===== src/rtl/rapids_pkg.sv =====
// Shared constants, fetch-state encoding and queue-entry layout for the instruction prefetcher.
package rapids_pkg;

    localparam logic [31:0] INITIAL_ADDR = 32'd16;
    localparam logic [31:0] INSTR_BYTES  = 32'd4;

    typedef enum logic [1:0] {
        IDLE  = 2'd0,
        FETCH = 2'd1,
        FAULT = 2'd2
    } pf_state_t;

    // 65-bit queue entry: instruction word, its byte address, and the MMU fault flag
    typedef struct packed {
        logic [31:0] instr;
        logic [31:0] addr;
        logic        segv;
    } pf_entry_t;

endpackage


===== src/rtl/instr_prefetch_if.sv =====
// MMU instruction-port request bus plus the head-of-queue instruction bus to the controlpath.
interface instr_prefetch_if;

    logic        fetch_req;
    logic [31:0] fetch_addr;
    logic [31:0] instr_in;
    logic        wait_instr;
    logic        instr_segv;

    logic [31:0] instr_out;
    logic [31:0] pc_out;
    logic        instr_valid;
    logic        segv_out;
    logic        instr_take;

    modport master (
        output fetch_req, fetch_addr, instr_out, pc_out, instr_valid, segv_out,
        input  instr_in, wait_instr, instr_segv, instr_take
    );

    modport slave (
        input  fetch_req, fetch_addr, instr_out, pc_out, instr_valid, segv_out,
        output instr_in, wait_instr, instr_segv, instr_take
    );

endinterface


===== src/rtl/instr_prefetch_prefetch_fifo.sv =====
// DEPTH-entry circular queue of fetched words; registered read of the head, push refused when full.
// Flush clears pointers and count in one cycle and overrides any push or pop in the same cycle.
module prefetch_fifo
    import rapids_pkg::*;
#(
    parameter  int DEPTH = 4,
    localparam int CW    = $clog2(DEPTH) + 1
) (
    input  logic            clk,
    input  logic            rst,
    input  logic            push_i,
    input  logic            pop_i,
    input  logic            flush_i,
    input  pf_entry_t       wdata_i,
    output pf_entry_t       rdata_o,
    output logic [CW-1:0]   count_o
);

    localparam int PW = $clog2(DEPTH);

    pf_entry_t         mem [DEPTH];
    logic [PW-1:0]     wptr_q, wptr_d;
    logic [PW-1:0]     rptr_q, rptr_d;
    logic [CW-1:0]     count_q, count_d;
    logic              do_push, do_pop;

    assign do_push = push_i && !flush_i && (count_q != CW'(DEPTH));
    assign do_pop  = pop_i  && !flush_i && (count_q != '0);

    always_comb begin
        wptr_d  = wptr_q;
        rptr_d  = rptr_q;
        count_d = count_q;
        if (flush_i) begin
            wptr_d  = '0;
            rptr_d  = '0;
            count_d = '0;
        end else begin
            if (do_push) wptr_d = wptr_q + PW'(1);
            if (do_pop)  rptr_d = rptr_q + PW'(1);
            case ({do_push, do_pop})
                2'b10:   count_d = count_q + CW'(1);
                2'b01:   count_d = count_q - CW'(1);
                default: count_d = count_q;
            endcase
        end
    end

    always_ff @(posedge clk or posedge rst) begin
        if (rst) begin
            wptr_q  <= '0;
            rptr_q  <= '0;
            count_q <= '0;
        end else begin
            wptr_q  <= wptr_d;
            rptr_q  <= rptr_d;
            count_q <= count_d;
        end
    end

    always_ff @(posedge clk) begin
        if (do_push) mem[wptr_q] <= wdata_i;
    end

    assign rdata_o = mem[rptr_q];
    assign count_o = count_q;

endmodule


===== src/rtl/instr_prefetch.sv =====
// Instruction prefetcher: fetch FSM and address counter feeding prefetch_fifo; accepted words visible next cycle.
// Requests stop when the queue is full or after an MMU fault; redirect flushes and overrides accept/take.
module instr_prefetch
    import rapids_pkg::*;
#(
    parameter int          DEPTH        = 4,
    parameter logic [31:0] INITIAL_ADDR = rapids_pkg::INITIAL_ADDR
) (
    input  logic                   clk,
    input  logic                   reset,
    input  logic                   go,
    input  logic                   redirect,
    input  logic [31:0]            redirect_addr,
    instr_prefetch_if.master       bus
);

    localparam int CW = $clog2(DEPTH) + 1;

    pf_state_t      state_q, state_d;
    logic [31:0]    fetch_addr_q, fetch_addr_d;
    logic [CW-1:0]  fifo_count;
    pf_entry_t      head, tail_entry;
    logic           fetch_req, accept, take, head_vld;

    // Request depends only on registered state and occupancy, never on instr_take
    assign fetch_req = (state_q == FETCH) && (fifo_count < CW'(DEPTH));
    assign accept    = fetch_req && !bus.wait_instr;
    assign head_vld  = (fifo_count != '0);
    assign take      = bus.instr_take && head_vld;

    assign tail_entry = '{instr: bus.instr_in, addr: fetch_addr_q, segv: bus.instr_segv};

    always_comb begin
        state_d      = state_q;
        fetch_addr_d = fetch_addr_q;
        unique case (state_q)
            IDLE:    if (redirect || go) state_d = FETCH;
            FETCH:   if (!redirect && accept && bus.instr_segv) state_d = FAULT;
            FAULT:   if (redirect) state_d = FETCH;
            default: state_d = IDLE;
        endcase
        if (redirect) begin
            fetch_addr_d = {redirect_addr[31:2], 2'b00};
        end else if (accept) begin
            fetch_addr_d = fetch_addr_q + INSTR_BYTES;
        end
    end

    always_ff @(posedge clk or posedge reset) begin
        if (reset) begin
            state_q      <= IDLE;
            fetch_addr_q <= INITIAL_ADDR;
        end else begin
            state_q      <= state_d;
            fetch_addr_q <= fetch_addr_d;
        end
    end

    prefetch_fifo #(.DEPTH(DEPTH)) u_fifo (
        .clk     (clk),
        .rst     (reset),
        .push_i  (accept && !redirect),
        .pop_i   (take && !redirect),
        .flush_i (redirect),
        .wdata_i (tail_entry),
        .rdata_o (head),
        .count_o (fifo_count)
    );

    assign bus.fetch_req   = fetch_req;
    assign bus.fetch_addr  = fetch_addr_q;
    assign bus.instr_valid = head_vld;
    assign bus.instr_out   = head_vld ? head.instr : 32'd0;
    assign bus.pc_out      = head_vld ? head.addr  : fetch_addr_q;
    assign bus.segv_out    = head_vld ? head.segv  : 1'b0;

endmodule


===== src/flat_wrapper.sv =====
// flat-port wrapper written by rule: the top's interface ports become plain ports
module instr_prefetch_flat import rapids_pkg::*;
#(
    parameter int          DEPTH        = 4,
    parameter logic [31:0] INITIAL_ADDR = rapids_pkg::INITIAL_ADDR
)
  (clk, reset, go, redirect, redirect_addr, bus_fetch_req, bus_fetch_addr, bus_instr_out, bus_pc_out, bus_instr_valid, bus_segv_out, bus_instr_in, bus_wait_instr, bus_instr_segv, bus_instr_take);
  instr_prefetch_if bus_i ();
  input  logic clk;
  input  logic reset;
  input  logic go;
  input  logic redirect;
  input  logic [31:0] redirect_addr;
  output wire logic [$bits(bus_i.fetch_req)-1:0] bus_fetch_req;
  output wire logic [$bits(bus_i.fetch_addr)-1:0] bus_fetch_addr;
  output wire logic [$bits(bus_i.instr_out)-1:0] bus_instr_out;
  output wire logic [$bits(bus_i.pc_out)-1:0] bus_pc_out;
  output wire logic [$bits(bus_i.instr_valid)-1:0] bus_instr_valid;
  output wire logic [$bits(bus_i.segv_out)-1:0] bus_segv_out;
  input wire logic [$bits(bus_i.instr_in)-1:0] bus_instr_in;
  input wire logic [$bits(bus_i.wait_instr)-1:0] bus_wait_instr;
  input wire logic [$bits(bus_i.instr_segv)-1:0] bus_instr_segv;
  input wire logic [$bits(bus_i.instr_take)-1:0] bus_instr_take;
  assign bus_fetch_req = bus_i.fetch_req;
  assign bus_fetch_addr = bus_i.fetch_addr;
  assign bus_instr_out = bus_i.instr_out;
  assign bus_pc_out = bus_i.pc_out;
  assign bus_instr_valid = bus_i.instr_valid;
  assign bus_segv_out = bus_i.segv_out;
  assign bus_i.instr_in = bus_instr_in;
  assign bus_i.wait_instr = bus_wait_instr;
  assign bus_i.instr_segv = bus_instr_segv;
  assign bus_i.instr_take = bus_instr_take;
  instr_prefetch #(.DEPTH(DEPTH), .INITIAL_ADDR(INITIAL_ADDR)) u_core (.clk(clk), .reset(reset), .go(go), .redirect(redirect), .redirect_addr(redirect_addr), .bus(bus_i));
endmodule

===== config.mk =====
export PLATFORM = sky130hd
export DESIGN_NAME = instr_prefetch_flat
export DESIGN_NICKNAME = d
export VERILOG_FILES = /design/src/rtl/rapids_pkg.sv /design/src/rtl/instr_prefetch_if.sv /design/src/rtl/instr_prefetch_prefetch_fifo.sv /design/src/rtl/instr_prefetch.sv /design/src/flat_wrapper.sv
export SDC_FILE = /design/constraint.sdc
export NUM_CORES = 1
export LEC_CHECK = 0
export CORE_ASPECT_RATIO = 1.1
export CORE_MARGIN = 4
export CORE_UTILIZATION = 59
export CTS_CLUSTER_SIZE = 28
export DETAILED_ROUTE_END_ITERATION = 8
export PLACE_DENSITY_LB_ADDON = 0.12
export SYNTH_ARGS = -nofsm -noshare
export SYNTH_HDL_FRONTEND = slang
export SYNTH_HIERARCHICAL = 1
export SYNTH_SLANG_ARGS = --single-unit
export TNS_END_PERCENT = 5

===== constraint.sdc =====
create_clock -name clk -period 11.85 [get_ports clk]
set_input_delay 1.185 -clock clk [delete_from_list [all_inputs] [get_ports clk]]
set_output_delay 1.185 -clock clk [all_outputs]
set_load 0.01 [all_outputs]

After elaboration in Yosys (flattened, before gate mapping)
Memory sizes are Yosys's and may differ from the RTL's.
Index checks and enable logic that the tools add are counted.
{"block": "op_classes", "n_addsub": 5, "n_lt_le_gt_ge": 1, "n_eq_ne": 8, "muxes": 17, "n_reduce_logical": 20}
{"operator": "$mux W32", "n": 4}
{"operator": "$add A32 B3 Y32 const B", "n": 1}
{"operator": "$mux W2", "n": 7}
{"operator": "$logic_and A1 B1 Y1", "n": 10}
{"operator": "$pmux W2 S3", "n": 1}
{"operator": "$pmux W3 S2", "n": 1}
{"operator": "$reduce_bool A2 Y1", "n": 3}
{"operator": "$reduce_bool A3 Y1", "n": 2}
{"operator": "$add A2 B1 Y2 const B", "n": 2}
{"operator": "$eq A2 B1 Y1 const B", "n": 2}
{"operator": "$eq A2 B2 Y1 const B", "n": 2}
{"operator": "$ne A2 B2 Y1 const B", "n": 2}
{"operator": "$add A3 B1 Y3 const B", "n": 1}
{"operator": "$lt A3 B3 Y1 const B", "n": 1}
{"operator": "$mux W1", "n": 3}
{"operator": "$mux W3", "n": 1}
{"operator": "$ne A3 B3 Y1 const B", "n": 1}
{"operator": "$reduce_and A3 Y1", "n": 1}
{"operator": "$sub A3 B1 Y3 const B", "n": 1}
{"operator": "$logic_not A1 Y1", "n": 2}
{"operator": "$logic_not A2 Y1", "n": 1}
{"operator": "$ne A2 B1 Y1 const B", "n": 1}
{"operator": "$logic_or A1 B1 Y1", "n": 1}
{"block": "word_totals", "register_bits": 41, "ram_bits": 260, "in_bits": 71, "out_inout_bits": 99, "elab_cells": 57, "memories": 1}
{"name": "u_core.u_fifo.mem", "depth": 4, "width": 65, "rd": 1, "rd_ports_with_merged_regs": 0, "write_ports": 1, "line": "instr_prefetch_prefetch_fifo.sv:21", "text": "pf_entry_t mem [DEPTH];"}

Depth between registers and ports, before layout
{"block": "logic_depth", "word_depth": 9, "depth_mapped": 12, "ltp_nobuf": 10}

Cells and area by module
Netlist, hierarchy kept.
{"mod": "prefetch_fifo", "instances": 1, "cells_each": 404, "area_each_um2": 9939.5, "seq_area_each_um2": 7982.7}
{"mod": "instr_prefetch", "instances": 1, "cells_each": 307, "area_each_um2": 2572.5, "seq_area_each_um2": 802.0}

Least setup slack after synthesis
No wires, ideal clock.
{"block": "synth_timing", "path_kind": "input to register", "start": "input port bus_wait_instr", "end": "memory u_core/u_fifo/mem[0][0] (netlist name) (enable)", "setup_time_ns": 0.430, "t_arrival_ns": 4.027, "setup_slack_ns": 7.393, "cell_stages": 7, "path_cell_list": "or4b_4 -> clkbuf_1 -> nor2_1 -> buf_2 -> nand2_2 -> nor2_2 -> and2_1"}
{"block": "synth_between", "elab_chain_len": 7}
{"element": "start, declared", "line": "flat_wrapper.sv:21", "text": "input wire logic [$bits(bus_i.wait_instr)-1:0] bus_wait_instr;"}
{"element": "$logic_not A1 Y1", "line": "instr_prefetch.sv:27", "text": "assign accept = fetch_req && !bus.wait_instr;"}
{"element": "$logic_and A1 B1 Y1", "line": "instr_prefetch.sv:27"}
{"element": "$logic_and A1 B1 Y1", "line": "instr_prefetch.sv:62", "text": ".push_i (accept && !redirect),"}
{"element": "$logic_and A1 B1 Y1 (2 in a row)", "line": "instr_prefetch_prefetch_fifo.sv:27", "text": "assign do_push = push_i && !flush_i && (count_q != CW'(DEPTH));"}
{"element": "$mux W1", "line": "instr_prefetch_prefetch_fifo.sv:62", "text": "if (do_push) mem[wptr_q] <= wdata_i;"}
{"element": "$mux W1 (implied by the code)", "line": "instr_prefetch_prefetch_fifo.sv:62"}
{"element": "end, declared", "line": "instr_prefetch_prefetch_fifo.sv:21"}
Every way passes these cells.

==> impl_metrics.prom <==
# TYPE chip_impl_metric gauge
chip_impl_metric{name="syn_area",unit="mm^2"} 0.0125
chip_impl_metric{name="max_slew_margin",unit=""} 0.252
chip_impl_metric{name="antenna_left",unit=""} 0
chip_impl_metric{name="preCtsSetupSlack",unit="ns"} 7.28
chip_impl_metric{name="post_drt_via_cell_ratio",unit=""} 6.04
chip_impl_metric{name="postCtsResizedCells",unit=""} 0
chip_impl_metric{name="number_of_core_rows",unit=""} 55
chip_impl_metric{name="initial_antenna_violation_count",unit=""} 0
chip_impl_metric{name="cellInternalPower",unit="mW"} 1.87
chip_impl_metric{name="overflow",unit=""} 0
chip_impl_metric{name="routabilityCongestion",unit=""} 0.823
chip_impl_metric{name="fp.coreArea",unit="mm^2"} 0.0207
chip_impl_metric{name="setup_viol",unit=""} 0
chip_impl_metric{name="clockPowerShare",unit=""} 0.409
chip_impl_metric{name="num_antenna_cells",unit=""} 0
chip_impl_metric{name="synth-edff-count",unit=""} 260
chip_impl_info{name="run_status",value="finished, final reports clean"} 1
chip_impl_metric{name="drive_gt1_frac",unit=""} 0.179
chip_impl_info{name="hold_class",value="reg2reg"} 1
chip_impl_metric{name="clkSlewWorstSetupHoldPaths",unit="ns"} 0.06
chip_impl_metric{name="areaGrowthSynthToFinish",unit="%"} 22.9
chip_impl_info{name="synth.largest_area_cell",value="sky130_fd_sc_hd__edfxtp_1"} 1
chip_impl_metric{name="switchingPower",unit="mW"} 0.499
chip_impl_metric{name="gr-usage-met3",unit=""} 0.0350
chip_impl_metric{name="timing_worst_slew_pin_value",unit="ns"} 1.11
chip_impl_metric{name="ys_ff_latch",unit=""} 299
chip_impl_metric{name="finalSetupTns",unit="ns"} 0
chip_impl_metric{name="power.density",unit="mW/mm^2"} 154
chip_impl_metric{name="fillerInstances",unit=""} 1266
chip_impl_metric{name="clock_path_buffers",unit=""} 3
chip_impl_metric{name="globalRouteMet1Util",unit=""} 0.315
chip_impl_info{name="synthTopCellsByArea",value="sky130_fd_sc_hd__edfxtp_1 62%, sky130_fd_sc_hd__mux4_2 12%, sky130_fd_sc_hd__dfrtp_1 7.6%"} 1
chip_impl_metric{name="maximum_achievable_frequency",unit="GHz"} 0.214
chip_impl_metric{name="final_min_period_over_clock_period",unit=""} 0.394
chip_impl_info{name="busiest_layer",value="met2"} 1
chip_impl_metric{name="io_pins",unit=""} 170
chip_impl_metric{name="clock-sinks",unit=""} 299
chip_impl_metric{name="clock-skew-final",unit="ns"} 0.00850
chip_impl_metric{name="detail_route.wl_per_cell",unit="um"} 21.9
chip_impl_metric{name="yosys_warnings",unit=""} 6
chip_impl_metric{name="share_of_synthesized_area_occupied_by_flip_flops_and_latches",unit=""} 0.702
chip_impl_metric{name="initialDrtViolationCount",unit=""} 562
chip_impl_metric{name="leakagePower",unit="nW"} 4.97
chip_impl_metric{name="die-area",unit="mm^2"} 0.0236
chip_impl_info{name="end_kind",value="primary output"} 1
chip_impl_metric{name="share_of_synthesized_flip_flops_with_an_asynchronous_set_or_reset",unit=""} 0.130
chip_impl_metric{name="route.final.wire_length",unit="um"} 25900
chip_impl_metric{name="max_cap_viol_count",unit=""} 0
chip_impl_metric{name="cp.required",unit="ns"} 10.67
chip_impl_metric{name="buffers_on_ports",unit=""} 165
chip_impl_metric{name="cts_made_buffers",unit=""} 29
chip_impl_info{name="yosys_most_used_dff",value="sky130_fd_sc_hd__edfxtp_1"} 1
chip_impl_metric{name="netlist.area_leader.share",unit=""} 0.624
chip_impl_metric{name="timing.final.hold_violations",unit=""} 0
chip_impl_metric{name="die_w",unit="um"} 147
chip_impl_info{name="tritoncts",value="built"} 1
chip_impl_metric{name="post-route-drc-count",unit=""} 0
chip_impl_metric{name="netSwitchingFraction",unit=""} 0.211
chip_impl_metric{name="worstSkewPairLatency",unit="ns"} 0.53
chip_impl_metric{name="post-cts-setup-buffer-count",unit=""} 0
chip_impl_metric{name="final_max_slew_viol_count",unit=""} 0
chip_impl_metric{name="cts_hold_buf",unit=""} 0
chip_impl_info{name="timing_worst_setup_path_type",value="reg2out"} 1
chip_impl_metric{name="postSynthAreaPerCell",unit="um^2"} 17.6
chip_impl_metric{name="combinationalPowerShare",unit=""} 0.079
chip_impl_metric{name="utilization",unit=""} 0.742
chip_impl_metric{name="period_minus_slack",unit="ns"} 4.67
chip_impl_info{name="start_kind",value="register"} 1
chip_impl_metric{name="drt-pass1-iter-count",unit=""} 8
chip_impl_metric{name="initial_utilization",unit=""} 0.604
chip_impl_metric{name="setup_slack",unit="ns"} 7.18
chip_impl_metric{name="depth_of_the_cts_h_tree",unit=""} 1
chip_impl_metric{name="grt_start_max_net_pins",unit=""} 67
chip_impl_metric{name="largest_vdd_supply_drop",unit="mV"} 0.143
chip_impl_info{name="cts_root_buf",value="sky130_fd_sc_hd__clkbuf_16"} 1
chip_impl_metric{name="post-dp-hpwl",unit="um"} 14900
chip_impl_metric{name="layout.nets",unit=""} 953
chip_impl_metric{name="num_vias",unit=""} 7143
chip_impl_metric{name="grt_util_met2",unit=""} 0.375
chip_impl_metric{name="syn_inst",unit=""} 711
chip_impl_metric{name="via_count_of_the_first_global_routing_pass",unit=""} 7618
chip_impl_info{name="grt_setup_unrepaired",value="no"} 1
chip_impl_metric{name="cp_max_fo",unit=""} 34
chip_impl_metric{name="worst_ep_arrival_time",unit="ns"} 3.49
chip_impl_metric{name="chipHeight",unit="um"} 161
chip_impl_metric{name="track_usage",unit=""} 0.224
chip_impl_metric{name="seq_power_share",unit=""} 0.512
chip_impl_metric{name="grt_first_pass_wirelength",unit="um"} 42000
chip_impl_metric{name="ys_types",unit=""} 54
## synthesized netlist by cell type, drive strengths merged (2+ instances only)
| cell type | number |
|---|---|
| o22ai | 3 |
| nor4 | 5 |
| and3 | 3 |
| nand3b | 2 |
| nor2 | 28 |
| mux4 | 65 |
| clkbuf | 19 |
| or3 | 9 |
| buf | 25 |
| xnor2 | 10 |
| a21oi | 8 |
| o21ai | 18 |
| dfrtp | 38 |
| and4 | 2 |
| inv | 13 |
| nand2b | 2 |
| nand2 | 24 |
| o31ai | 13 |
| nor2b | 3 |
| a31oi | 15 |
| a311o | 2 |
| a22oi | 2 |
| nand3 | 12 |
| mux2 | 32 |
| nand4 | 11 |
| xor2 | 3 |
| nor3 | 5 |
| and2 | 41 |
| or4 | 18 |
| edfxtp | 260 |
| ha | 5 |
## critical path: stages (launching register included)
cell                              delay (ns)
sky130_fd_sc_hd__dfrtp_4                0.90
sky130_fd_sc_hd__buf_4                  0.68
sky130_fd_sc_hd__mux4_2                 0.58
sky130_fd_sc_hd__mux2_2                 0.27
sky130_fd_sc_hd__clkdlybuf4s50_1        0.52
## sequential cells by signal, indices dropped and copies added, names as in the netlist
name and cells:
u_core/u_fifo/mem 260, u_core/bus.fetch_addr 30, u_core/u_fifo/count_o 3, u_core/state_q 2, u_core/u_fifo/rptr_q 2, u_core/u_fifo/wptr_q 2
## kinds of logic (layout without fill, tap and decap cells)
group / Yosys count / count (layout) / synth area share
xor+xnor: 13 / 13 / 0.00910
compound gates: 68 / 68 / 0.0349
other cells: 1 / 10 / 0.000300
fa+ha+maj: 6 / 6 / 0.00660
buf+inv: 57 / 235 / 0.0235
simple gates: 169 / 169 / 0.0766
mux: 98 / 98 / 0.147
flops: 299 / 299 / 0.702
## per-layer routing
layer	part of all wire	wire [um]
met5	0	0
met4	0.017	445
met3	0.056	1460
met2	0.51	13100
met1	0.42	10900
## path summary, 6_finish.rpt
check / start / end / slack, ns / cells past startpoint
min in group asynchronous: reset / u_core/u_fifo/wptr_q[0]$_DFFE_PP0P_ / 0.95 / 2
worst max-delay path: u_core/u_fifo/rptr_q[0]$_DFFE_PP0P_ / bus_pc_out[2] / 7.18 / 4
worst max register to register: u_core/u_fifo/count_o[2]$_DFFE_PP0P_ / u_core/u_fifo/mem[1][35]$_DFFE_PP_ / 8.26 / 5
worst min-delay path: u_core/state_q[0]$_DFFE_PP0P_ / u_core/state_q[0]$_DFFE_PP0P_ / 0.53 / 1
worst min register to register: u_core/state_q[0]$_DFFE_PP0P_ / u_core/state_q[0]$_DFFE_PP0P_ / 0.53 / 1
max in group asynchronous: reset / u_core/bus.fetch_addr[29]$_DFFE_PP0P_ / 10.41 / 3
## cell usage in the layout, fill, tap and decap left out, types with 4 or more instances in the layout
cell type	instances
sky130_fd_sc_hd__edfxtp_1	260
sky130_fd_sc_hd__clkdlybuf4s50_1	165
sky130_fd_sc_hd__mux4_2	65
sky130_fd_sc_hd__and2_1	37
sky130_fd_sc_hd__dfrtp_1	36
sky130_fd_sc_hd__mux2_2	30
sky130_fd_sc_hd__clkbuf_16	29
sky130_fd_sc_hd__nor2_1	27
sky130_fd_sc_hd__nand2_1	23
sky130_fd_sc_hd__o21ai_0	18
sky130_fd_sc_hd__or4_1	17
sky130_fd_sc_hd__a31oi_1	15
sky130_fd_sc_hd__inv_1	13
sky130_fd_sc_hd__o31ai_1	13
sky130_fd_sc_hd__nand3_1	12
sky130_fd_sc_hd__nand4_1	11
sky130_fd_sc_hd__xnor2_1	10
sky130_fd_sc_hd__conb_1	10
sky130_fd_sc_hd__clkinv_2	8
sky130_fd_sc_hd__a21oi_1	8
sky130_fd_sc_hd__or3_1	8
sky130_fd_sc_hd__bufinv_16	6
sky130_fd_sc_hd__nor3_1	5
sky130_fd_sc_hd__nor4_1	5
sky130_fd_sc_hd__ha_1	5
sky130_fd_sc_hd__buf_4	4
sky130_fd_sc_hd__and2_4	4
## cell type report
type,count,area [um^2],area share
flip-flops and latches,299,8790,0.572
well taps,285,357,0.0232
inverters,13,48.8,0.00317
repair buffers,169,1680,0.109
clock inverters,19,255,0.0166
multi-input cells,364,3480,0.226
clock buffers,34,764,0.0497
## per-stage QoR
stage	power [mW]	instances	instance area, um^2	hold WS (ns)
global route	2.46	1183	15400	0.581
CTS	2.39	1183	15400	0.524
detailed placement	1.42	1130	14400	0.515
global placement	1.41	1130	14400	0.497
floorplan	1.31	720	12500	0.478
finish	2.37	1183	15400	0.535
## power by group through the flow
stage | registers, mW | clock network (mW) | logic [mW]
finish | 1.21 | 0.968 | 0.188
global route | 1.22 | 1.04 | 0.202
CTS | 1.21 | 0.985 | 0.189
detailed placement | 1.24 | 0 | 0.187
global placement | 1.23 | 0 | 0.183
floorplan | 1.23 | 0 | 0.0826
Note: power is estimated with default switching activity, not from simulation.
